### src/rtl/csr_unit.sv
// Machine-mode CSR unit: Zicsr read/write/set/clear, trap entry and mret sequencing,
// and 64-bit mcycle/minstret counters with split-half access when XLEN is 32.
module csr_unit #(
   parameter int unsigned     XLEN         = 32,
   parameter logic [XLEN-1:0] MTVEC_RESET  = '0,
   parameter logic [XLEN-1:0] HART_ID      = '0,
   parameter logic [XLEN-1:0] ARCH_ID      = '0,
   parameter bit              HAS_COUNTERS = 1'b1
) (
   input  logic            clk,
   input  logic            rst_n,
   input  logic            csr_en,
   input  logic [1:0]      csr_op,
   input  logic [11:0]     csr_addr,
   input  logic [XLEN-1:0] csr_wdata,
   output logic [XLEN-1:0] csr_rdata,
   output logic            csr_illegal,
   input  logic            trap_en,
   input  logic [XLEN-1:0] trap_pc,
   input  logic [XLEN-1:0] trap_cause,
   input  logic            mret_en,
   input  logic            retire,
   output logic [XLEN-1:0] mtvec_o,
   output logic [XLEN-1:0] mepc_o,
   output logic            mie_o
);

   typedef enum logic [1:0] {
      OP_READ  = 2'b00,
      OP_WRITE = 2'b01,
      OP_SET   = 2'b10,
      OP_CLEAR = 2'b11
   } csr_op_e;

   localparam logic [11:0] A_MSTATUS   = 12'h300;
   localparam logic [11:0] A_MTVEC     = 12'h305;
   localparam logic [11:0] A_MSCRATCH  = 12'h340;
   localparam logic [11:0] A_MEPC      = 12'h341;
   localparam logic [11:0] A_MCAUSE    = 12'h342;
   localparam logic [11:0] A_MCYCLE    = 12'hB00;
   localparam logic [11:0] A_MINSTRET  = 12'hB02;
   localparam logic [11:0] A_MCYCLEH   = 12'hB80;
   localparam logic [11:0] A_MINSTRETH = 12'hB82;
   localparam logic [11:0] A_MVENDORID = 12'hF11;
   localparam logic [11:0] A_MARCHID   = 12'hF12;
   localparam logic [11:0] A_MHARTID   = 12'hF14;

   localparam logic [XLEN-1:0] ALIGN_MASK = ~XLEN'(3);
   localparam bit              HAS_HIGH   = HAS_COUNTERS && (XLEN == 32);

   csr_op_e         op;
   logic            mie_q, mie_d, mpie_q, mpie_d;
   logic [XLEN-1:0] mtvec_q, mtvec_d, mscratch_q, mscratch_d;
   logic [XLEN-1:0] mepc_q, mepc_d, mcause_q, mcause_d;
   logic [63:0]     mcycle_q, mcycle_d, minstret_q, minstret_d;
   logic [XLEN-1:0] rdata, wval;
   logic            impl, wr;

   assign op = csr_op_e'(csr_op);

   always_comb begin
      rdata = '0;
      impl  = 1'b1;
      case (csr_addr)
         A_MSTATUS: begin
            rdata[12:11] = 2'b11;
            rdata[7]     = mpie_q;
            rdata[3]     = mie_q;
         end
         A_MTVEC:     rdata = mtvec_q;
         A_MSCRATCH:  rdata = mscratch_q;
         A_MEPC:      rdata = mepc_q;
         A_MCAUSE:    rdata = mcause_q;
         A_MCYCLE:    if (HAS_COUNTERS) rdata = mcycle_q[XLEN-1:0];   else impl = 1'b0;
         A_MINSTRET:  if (HAS_COUNTERS) rdata = minstret_q[XLEN-1:0]; else impl = 1'b0;
         A_MCYCLEH:   if (HAS_HIGH) rdata = XLEN'(mcycle_q[63:32]);   else impl = 1'b0;
         A_MINSTRETH: if (HAS_HIGH) rdata = XLEN'(minstret_q[63:32]); else impl = 1'b0;
         A_MVENDORID: rdata = '0;
         A_MARCHID:   rdata = ARCH_ID;
         A_MHARTID:   rdata = HART_ID;
         default:     impl = 1'b0;
      endcase
   end

   assign csr_rdata   = rdata;
   assign csr_illegal = csr_en & (~impl | ((op != OP_READ) & (csr_addr[11:10] == 2'b11)));
   assign wr          = csr_en & ~csr_illegal & (op != OP_READ);

   always_comb begin
      case (op)
         OP_WRITE: wval = csr_wdata;
         OP_SET:   wval = rdata | csr_wdata;
         OP_CLEAR: wval = rdata & ~csr_wdata;
         default:  wval = rdata;
      endcase
   end

   // Counters advance by default; trap/mret only suppress the CSR write, never the count.
   always_comb begin
      mie_d      = mie_q;
      mpie_d     = mpie_q;
      mtvec_d    = mtvec_q;
      mscratch_d = mscratch_q;
      mepc_d     = mepc_q;
      mcause_d   = mcause_q;
      mcycle_d   = mcycle_q + 64'd1;
      minstret_d = minstret_q + {63'd0, retire};
      if (trap_en) begin
         mepc_d   = trap_pc & ALIGN_MASK;
         mcause_d = trap_cause;
         mpie_d   = mie_q;
         mie_d    = 1'b0;
      end else if (mret_en) begin
         mie_d  = mpie_q;
         mpie_d = 1'b1;
      end else if (wr) begin
         case (csr_addr)
            A_MSTATUS: begin
               mie_d  = wval[3];
               mpie_d = wval[7];
            end
            A_MTVEC:    mtvec_d    = wval & ALIGN_MASK;
            A_MSCRATCH: mscratch_d = wval;
            A_MEPC:     mepc_d     = wval & ALIGN_MASK;
            A_MCAUSE:   mcause_d   = wval;
            A_MCYCLE: begin
               mcycle_d             = mcycle_q;
               mcycle_d[XLEN-1:0]   = wval;
            end
            A_MINSTRET: begin
               minstret_d           = minstret_q;
               minstret_d[XLEN-1:0] = wval;
            end
            A_MCYCLEH: begin
               mcycle_d               = mcycle_q;
               mcycle_d[63:64-XLEN]   = wval;
            end
            A_MINSTRETH: begin
               minstret_d             = minstret_q;
               minstret_d[63:64-XLEN] = wval;
            end
            default: ;
         endcase
      end
   end

   always_ff @(posedge clk or negedge rst_n) begin
      if (!rst_n) begin
         mie_q      <= 1'b0;
         mpie_q     <= 1'b0;
         mtvec_q    <= MTVEC_RESET & ALIGN_MASK;
         mscratch_q <= '0;
         mepc_q     <= '0;
         mcause_q   <= '0;
         mcycle_q   <= '0;
         minstret_q <= '0;
      end else begin
         mie_q      <= mie_d;
         mpie_q     <= mpie_d;
         mtvec_q    <= mtvec_d;
         mscratch_q <= mscratch_d;
         mepc_q     <= mepc_d;
         mcause_q   <= mcause_d;
         mcycle_q   <= mcycle_d;
         minstret_q <= minstret_d;
      end
   end

   assign mtvec_o = mtvec_q;
   assign mepc_o  = mepc_q;
   assign mie_o   = mie_q;

endmodule

### config.mk
export PLATFORM = sky130hd
export DESIGN_NAME = csr_unit
export DESIGN_NICKNAME = d
export VERILOG_FILES = /design/src/rtl/csr_unit.sv
export SDC_FILE = /design/constraint.sdc
export NUM_CORES = 1
export LEC_CHECK = 0
export BUFFER_PORTS_ARGS = -buffer_cell sky130_fd_sc_hd__buf_2
export CAP_MARGIN = 5
export CORE_UTILIZATION = 45
export DETAILED_ROUTE_END_ITERATION = 8
export SLEW_MARGIN = 0
export SYNTH_ARGS = -nofsm -noshare
export SYNTH_HDL_FRONTEND = slang
export SYNTH_SLANG_ARGS = --single-unit
### constraint.sdc
create_clock -name clk -period 3.5 [get_ports clk]
set_clock_uncertainty 0.2 [all_clocks]
set_input_delay 0.175 -clock clk [delete_from_list [all_inputs] [get_ports clk]]
set_output_delay 0.175 -clock clk [all_outputs]
set_load 0.01 [all_outputs]
## Yosys cells after proc, flatten, opt, wreduce, memory -nomap -nowiden

Cells that the tools add are included.

| storage, ports and cells | value |
|---|---|
| input bits | 116 |
| bits in latches | 0 |
| output and inout port bits | 98 |
| memories kept | 0 |
| word-level logic and storage cells | 90 |
| flip-flop bits (word level) | 256 |
| ROM bits | 0 |
| memory bits (writable) | 0 |

| operators by class | value |
|---|---|
| order comparisons | 0 |
| equality and inequality tests | 21 |
| multiply operators | 0 |
| divide/modulo/power cells | 0 |
| bitwise gates (word level) | 12 |
| shift operators | 0 |
| muxes and demuxes | 33 |
| reductions and logical operators | 12 |
| add/subtract/negate cells | 2 |

Operators by type and width:

| kind | count |
|---|---|
| 64-bit two-way mux | 6 |
| 32-bit two-way mux | 8 |
| 64-bit case mux with 2 select lines | 2 |
| 19-bit case mux with 8 select lines | 1 |
| 32-bit case mux with 3 select lines | 1 |
| 12-bit equality test (second input constant) | 7 |
| 3-bit case mux with 8 select lines | 3 |
| 64-bit by 1-bit adder with 64-bit output | 1 |
| 64-bit by 1-bit adder with 64-bit output (second input constant) | 1 |
| 12-bit by 10-bit equality test with 1-bit output (second input constant) | 5 |
| 32-bit AND | 1 |
| 32-bit inverter | 1 |
| 32-bit OR | 1 |
| 1-bit case mux with 9 select lines | 2 |
| 2-bit case mux with 9 select lines | 1 |
| 4-bit inequality test (second input constant) | 4 |
| 12-bit OR reduction | 1 |
| 1-bit two-way mux | 9 |
| 4-bit AND reduction | 2 |
| 2-bit nonzero test | 4 |
| 2-bit equality test (second input constant) | 3 |
| 3-bit AND reduction | 2 |
| 3-bit nonzero test | 2 |
| 1-bit AND | 4 |
| other kinds (5) | 8 |

## Logic depth before layout (Yosys ltp)

Gate-level depths: netlist (run 1).

| logic depth | value |
|---|---|
| depth in word-level cells | 12 |
| depth in mapped cells | 11 |

## Worst setup path before layout (run 1)

Ideal clock, no wire load.

| timing path | value |
|---|---|
| path kind | register -> register |
| start point | reg minstret_q[0] |
| end point | reg minstret_q[48] |
| cell stages (with the launch flop) | 12 |
| setup slack | 0.629 ns |
| arrival | 2.588 ns |
| clock period less this slack | 2.871 ns |
| path buffers | 2 |
| cell sequence | dfrtp_1 > ha_1 > ha_1 > nand3_1 > or3_1 > buf_2 > nor4_2 > and3_1 > buf_2 > o21ai_1 > o41a_1 > o21ai_0 |

| between the ends | value |
|---|---|
| longest elaborated chain between the ends | 5 |

Ends and longest elaborated chain:

| element | line | RTL |
|---|---|---|
| start: declaration | 55 | `logic [63:0] mcycle_q, mcycle_d, minstret_q, minstret_d;` |
| start signal: assignment | 165 | `minstret_q <= minstret_d;` |
| 64-bit by 1-bit adder with 64-bit output * | 107 | `minstret_d = minstret_q + {63'd0, retire};` |
| 64-bit case mux with 2 select lines | 117 | `case (csr_addr)` |
| 64-bit two-way mux | 116 | `end else if (wr) begin` |
| 64-bit two-way mux | 113 | `end else if (mret_en) begin` |
| 64-bit two-way mux * | 108 | `if (trap_en) begin` |

Every way passes the cells marked *; elsewhere a longest branch is shown, timed or not.
A chain may end at the register's enable or synchronous reset.

## Worst setup path after layout (run 1)

| timing path | value |
|---|---|
| start point | reg minstret_q[9] |
| end point | reg mcause_q[9] |

| between the ends | value |
|---|---|
| longest elaborated chain between the ends | 7 |

Ends and longest elaborated chain:

| element | line | RTL |
|---|---|---|
| 3-bit case mux with 8 select lines * | 64 | `case (csr_addr)` |
| 32-bit AND or 32-bit OR (tied branches) | 93, 92 |  |
| 32-bit case mux with 3 select lines * | 90 | `case (op)` |
| 32-bit two-way mux * | 117 |  |
| 32-bit two-way mux * | 116 |  |
| 32-bit two-way mux * | 113 |  |
| 32-bit two-way mux * | 108 |  |
| end signal: assignment | 163 | `mcause_q <= mcause_d;` |
| end: declaration | 54 | `logic [XLEN-1:0] mepc_q, mepc_d, mcause_q, mcause_d;` |

Every way passes the cells marked *; elsewhere a longest branch is shown, timed or not. The select of a mux whose other input is x is not followed.

==> metrics.yaml, run 1 <==
clocking:
  h-tree-depth: 1
  cts_tree: "done"
  cts-root-buf: "clkbuf_16"
  worstSkewPairLatency_ns: 0.61
  cts_made_buffers: 30
  clkTransAtPathRegs_ns: 0.07
  clock_path_buffers: 3
  clock_sinks: 254
placed_design:
  io_buffers: 207
  routabilityCongestion: 0.980
  dp_hpwl_mm: 61.6
floorplanning:
  row_count: 70
  ioPinCount: 214
  die-width_um: 196
  initial_core_util_pct: 46.0
  die_y_um: 196
  coreArea_mm2: 0.0369
  die-area_mm2: 0.0384
route:
  drt-wirelength-per-cell_um: 29.1
  vias: 19500
  avgViaCountPerCell: 6.77
  firstDrtPassIters: 6
  wl_mm: 84.0
  antenna_left: 0
  first_iter_violations: 2393
  drc: 0
timing:
  fmax_ghz: 0.300
  slew_headroom_pct: 25.1
  setup_viol: 0
  rsz0062_at_grt: "no"
  finalSetupTns_ns: 0
  maxSlewViolCount: 0
  timing.final.crit_share_pct: 95.2
  hold_viol_final: 18
  hold_ws_ns: -0.0219
  min_period_ns: 3.33
  worst_pin_slew_ns: 1.12
yosys:
  synth_mux_area_share_pct: 2.06
  synthFlopType: "dfrtp_1"
  synth_compound_area_share_pct: 32.2
  synthXorXnorAreaFrac_pct: 1.34
  ys_ff_latch: 254
  synthArstFlopShare_pct: 100
  synth_top_area_share_pct: 37.5
  synthDistinctLibCells: 100
  avgSynthCellArea_um2: 8.51
  syn_area_mm2: 0.0169
  synth_top_family_by_area: "compound AO/OA/AOI/OAI gates"
  syn_inst: 1991
  yosys.cell_count.top_type: "dfrtp_1"
  synth_simple_gate_area_share_pct: 21.3
  synth-edff-count: 0
  yosysTopAreaCell: "dfrtp_1"
  synth_area_leaders: "dfrtp_1 38%, o21ai_1 6.6%, nand2_1 4.4%, a22oi_1 3.3%, o21ai_0 3.2%"
  ys_seq_area_share_pct: 37.5
  yosysWarnings: 0
  yosys-top-cells-count: "254 x dfrtp_1, 225 x o21ai_1, 200 x nand2_1, 110 x o21ai_0"
  synth-adder-area-share_pct: 0.222
final_layout:
  syn2layout_area_growth_pct: 27.1
  final_layout_size_suffix_gt1_share_pct: 21.0
  nNetsFinal: 2479
  fin_util_pct: 58.4
worst_setup_path:
  cp-end-kind: "flip-flop"
  r2r_start: "minstret_q[9]"
  r2r_end: "mcause_q[9]"
  slowest_stage: "a211oi_2"
  worstSetupPathType: "flip-flop to flip-flop"
  crit_path_start_kind: "flip-flop"
  reg2reg_depth: 7
  worst-path-buf-inv: 1
  cp_top_family: "compound AO/OA/AOI/OAI gates"
  critPathMaxStageDelay_ns: 0.77
  cp.arrival_ns: 3.61
  required_ns: 3.78
  crit_chain: "a22oi_1, o2bb2ai_1, a2111oi_2, a21oi_1, a211oi_2, o31ai_1, dlygate4sd3_1"
  critPathMaxFanout: 8
  r2r_slack_ns: 0.17
min_path:
  hp-class: "primary input to asynchronous set/reset pin"
pwr:
  pwr_density_cell_mw_per_mm2: 350
  p_leak_nw: 9.08
  ir_drop_mv: 0.395
  finalPower_w: 0.00754
global_routing:
  grt_pass1_wl_mm: 123
  grt_pass1_vias: 18200
  overflow: 0
  track_usage_pct: 43.4
  antenna_found_initial: 4
  grt_max_degree: 88
run:
  maxCapViolCount: 0
status:
  status: "complete, but fails checks"
  violations: "negative hold slack"
## state kept, by name (all words and copies together) (netlist names)
| register | cells |
|---|---|
| mscratch_q | 32 |
| mpie_q | 1 |
| mtvec_o | 30 |
| minstret_q | 64 |
| mie_o | 1 |
| mcause_q | 32 |
| mcycle_q | 64 |
| mepc_o | 30 |
## cell usage in the layout, fill, tap and decap left out, types with 32 or more instances in the layout
cell type | synthesis | routed
nor2_1 | 84 | 83
buf_4 | 15 | 157
nand3_1 | 82 | 82
a21oi_1 | 84 | 84
and3_1 | 32 | 32
buf_2 | 48 | 206
dlygate4sd3_1 | 0 | 113
o21ai_1 | 225 | 225
and2_1 | 37 | 37
a22oi_1 | 74 | 74
nand4_1 | 44 | 44
nand2_1 | 200 | 198
dfrtp_1 | 254 | 254
nor3_1 | 41 | 40
a31oi_1 | 54 | 54
o21ai_0 | 110 | 110
## cell type report
class / instances / area (um2)
diodes: 1 / 2.50
inverters: 31 / 116
repair buffers: 497 / 3760
multi-input cells: 1546 / 9740
clock inverters: 11 / 103
clock buffers: 40 / 828
flip-flops and latches: 254 / 6360
fillers: 3336 / 15300
well taps: 504 / 631
## report_power, final
part	internal [W]	switching (W)
combinational	0.000476	0.000662
clock	0.00172	0.00139
sequential	0.00307	0.000216
total	0.00527	0.00227
## worst max-delay path by stage
| stage | from | end | slack [ns] | cells past startpoint |
|---|---|---|---|---|
| 6_report | minstret_q[9] | mcause_q[9] | 0.17 | 7 |
| 2_1_floorplan | minstret_q[0] | minstret_q[48] | 0.63 | 11 |
| 5_1_grt | minstret_q[9] | mcause_q[9] | 0.07 | 7 |
| 3_5_place_dp | csr_addr[1] | minstret_q[49] | 0.25 | 12 |
| 3_3_place_gp | csr_addr[1] | mepc_o[26] | 0.20 | 10 |
| 4_1_cts | minstret_q[24] | mepc_o[24] | 0.19 | 7 |
## per-stage QoR
stage | hold slack [ns] | setup slack (ns) | cell area [um2] | instances
floorplan | -0.321 | 0.629 | 17000 | 1994
global placement | 0.0575 | 0.196 | 19500 | 2719
detailed placement | 0.0651 | 0.247 | 19500 | 2719
CTS | 0.00132 | 0.187 | 21500 | 2883
global route | 0.0351 | 0.0669 | 21500 | 2883
finish | -0.0219 | 0.168 | 21500 | 2884
## cells by family (layout without fill, tap and decap cells)
group	count (synthesis)	in the layout
buf+inv	194	579
simple gates	655	655
xor+xnor	26	26
other cells	1	5
fa+ha+maj	3	3
mux	34	34
flops	254	254
compound gates	824	824
## layer usage
layer	vias to the layer above	share of wire [%]	GRT usage [%]
li1	8402	-	-
met1	9559	40	59.3
met2	1312	44	66.2
met3	241	12	9.51
met4	6	4.7	18.1
met5	-	0.051	0
## timing repair
item                       in CTS  in global routing
setup buffers                   0                  0
setup endpoints to repair       0                  2
hold buffers                  113                  0
hold endpoints to repair      295                  0
resized for setup               0                  1
Note: power is estimated with default switching activity, not from simulation.
==> run 2: changes to the inputs <==
==> constraint.sdc (replaced) <==
create_clock -name clk -period 3.5 [get_ports clk]
set_clock_uncertainty 0.2 [all_clocks]
set_input_delay 0.7 -clock clk [delete_from_list [all_inputs] [get_ports clk]]
set_output_delay 0.7 -clock clk [all_outputs]
set_load 0.01 [all_outputs]
==> run 2 against run 1 <==
The run ends with negative setup slack left. Core utilization rose by 1.5 points. Sequential share of layout area down 0.75 points. Cell count is 1.1% higher. Critical path depth rose by 3. Count of clock-buffer cells in the layout fell by 1. Total power is 5.9% higher. First-iteration DRC count shrank 7.6%. Cell area is 2.6% higher. Maximum frequency is 5.2% lower. Non-clock buffer count grew 22. Flip-flop and latch count stayed put. Sequential power barely moved. Critical endpoint is now csr_rdata[23]. Highest routed layer unchanged.
==> metrics.yaml, run 2 (synthesis results as in run 1) <==
route:
  first_iter_violations: 2210
  drc: 0
  vias: 19700
  firstDrtPassIters: 7
  drt-wirelength-per-cell_um: 29.1
  antenna_left: 0
  avgViaCountPerCell: 6.74
  wl_mm: 84.9
worst_setup_path:
  worstSetupPathType: "primary input to output pin"
  r2r_slack_ns: 0.39
  cp-end-kind: "output pin"
  required_ns: 2.60
  critPathMaxFanout: 6
  cp.arrival_ns: 2.61
  crit_path_start_kind: "primary input"
pwr:
  pwr_density_cell_mw_per_mm2: 361
  ir_drop_mv: 0.403
  p_leak_nw: 9.51
global_routing:
  antenna_found_initial: 3
  grt_pass1_vias: 18300
  grt_max_degree: 79
  overflow: 0
  track_usage_pct: 43.4
  grt_pass1_wl_mm: 123
run:
  maxCapViolCount: 0
final_layout:
  largest_registers: "mcycle_q x64, minstret_q x64"
  final_cell_count_no_fill: 2917
  final_cell_mix: "261 x buf_4, 254 x dfrtp_1, 226 x o21ai_1"
  num-fill-cells: 3370
  nNetsFinal: 2502
  final_layout_size_suffix_gt1_share_pct: 27.8
  final_common_cell: "buf_4"
  syn2layout_area_growth_pct: 30.4
placed_design:
  io_buffers: 207
  placedCellCount: 2842
  routabilityCongestion: 1.03
  dp_hpwl_mm: 63.9
clocking:
  clock_path_buffers: 3
  worstSkewPairLatency_ns: 0.61
  clock_sinks: 254
  cts_tree: "done"
  h-tree-depth: 1
  cts-root-buf: "clkbuf_16"
  clkTransAtPathRegs_ns: 0.07
  cts_made_buffers: 31
floorplanning:
  row_count: 70
  ioPinCount: 214
  initial_core_util_pct: 46.0
  coreArea_mm2: 0.0369
  die-width_um: 196
  die-area_mm2: 0.0384
  die_y_um: 196
timing:
  worst_slack_ns: -0.0150
  fmax_ghz: 0.284
  hold_viol_final: 0
  hold_ws_ns: 0.112
  timing.final.crit_share_pct: 100
  maxSlewViolCount: 0
  min_period_ns: 3.51
  rsz0062_at_grt: "yes"
  setup_viol: 3
  worst_pin_slew_ns: 1.19
  slew_headroom_pct: 20.4
status:
  status: "complete, but fails checks"
  violations: "negative setup slack"
min_path:
  hp-class: "primary input to flip-flop"
[run 2: cell types whose count changed in the layout (fill, tap and decap cells not counted), sizes merged, moves of 2 or more]
cell and delta:
buf +131, bufinv +5, clkbuf +2, diode +4
dlygate4sd3 -112, inv +2
[run 2: worst paths after layout]
| kind | cells after the start | from | endpoint |
|---|---|---|---|
| setup / recovery | 10 | csr_addr[3] | csr_rdata[23] |
| hold / removal | 3 | trap_pc[3] | mepc_o[3] |
| setup reg to reg | 10 | minstret_q[0] | minstret_q[48] |
| hold reg to reg | 2 | mscratch_q[5] | mscratch_q[5] |
| max in group asynchronous | 3 | rst_n | mepc_o[8] |
| min in group asynchronous | 2 | rst_n | minstret_q[22] |
[run 2: cell type report]
cell class	count	area (um2)	area share [%]
Tap cell	504	631	2.85
Sequential cell	254	6360	28.8
Clock buffer	39	846	3.83
Antenna cell	5	12.5	0.0566
Inverter	31	116	0.527
Multi-Input combinational cell	1546	9890	44.8
Clock inverter	19	275	1.25
Timing Repair Buffer	519	3970	18.0
[run 2: what timing repair did]
action | 4_1_cts | 5_1_grt
setup endpoints to repair | 20 | 26
cloned | 0 | 2
pin swaps | 3 | 7
gates resized for setup | 12 | 30
hold buffers | 1 | 0
endpoints found under the hold margin | 33 | 0
setup buffers | 4 | 6
[run 2: per-stage QoR]
| stage | setup WS [ns] | TNS, ns | cell area [um2] | total power (W) | util (%) |
|---|---|---|---|---|---|
| global placement | -0.191 | -1.03 | 20600 | 0.00435 | 56.0 |
| floorplan | 0.186 | 0 | 17000 | 0.00373 | - |
| global route | -0.0478 | -0.345 | 22100 | 0.00817 | 59.9 |
| detailed placement | -0.135 | -1.56 | 20600 | 0.00437 | 56.0 |
| CTS | -0.0228 | -0.0382 | 21800 | 0.00795 | 59.2 |
| finish | -0.0150 | -0.0306 | 22100 | 0.00798 | 59.9 |
[run 2: metal layers]
layer  up-vias  share of wire [%]  global-route usage (%)
li1       8469                  -                       -
met1      9616                 41                    60.4
met2      1357                 43                    65.3
met3       209                 12                    8.54
met4         2                4.6                    19.5
met5         -              0.011                       0
[run 2: worst max-delay path: stages]
cell and delay (ns):
buf_2 0.13, or4_4 0.61, buf_6 0.18, nor3_4 0.22
buf_12 0.15, buf_12 0.13, buf_4 0.13, a22oi_1 0.07
nand3_1 0.13, buf_2 0.17
[run 2: report_power, final]
group | switching, W | internal (W) | leakage (nW)
registers | 0.000212 | 0.00307 | 3.27
logic | 0.000652 | 0.000433 | 5.70
clock network | 0.00146 | 0.00216 | 0.542
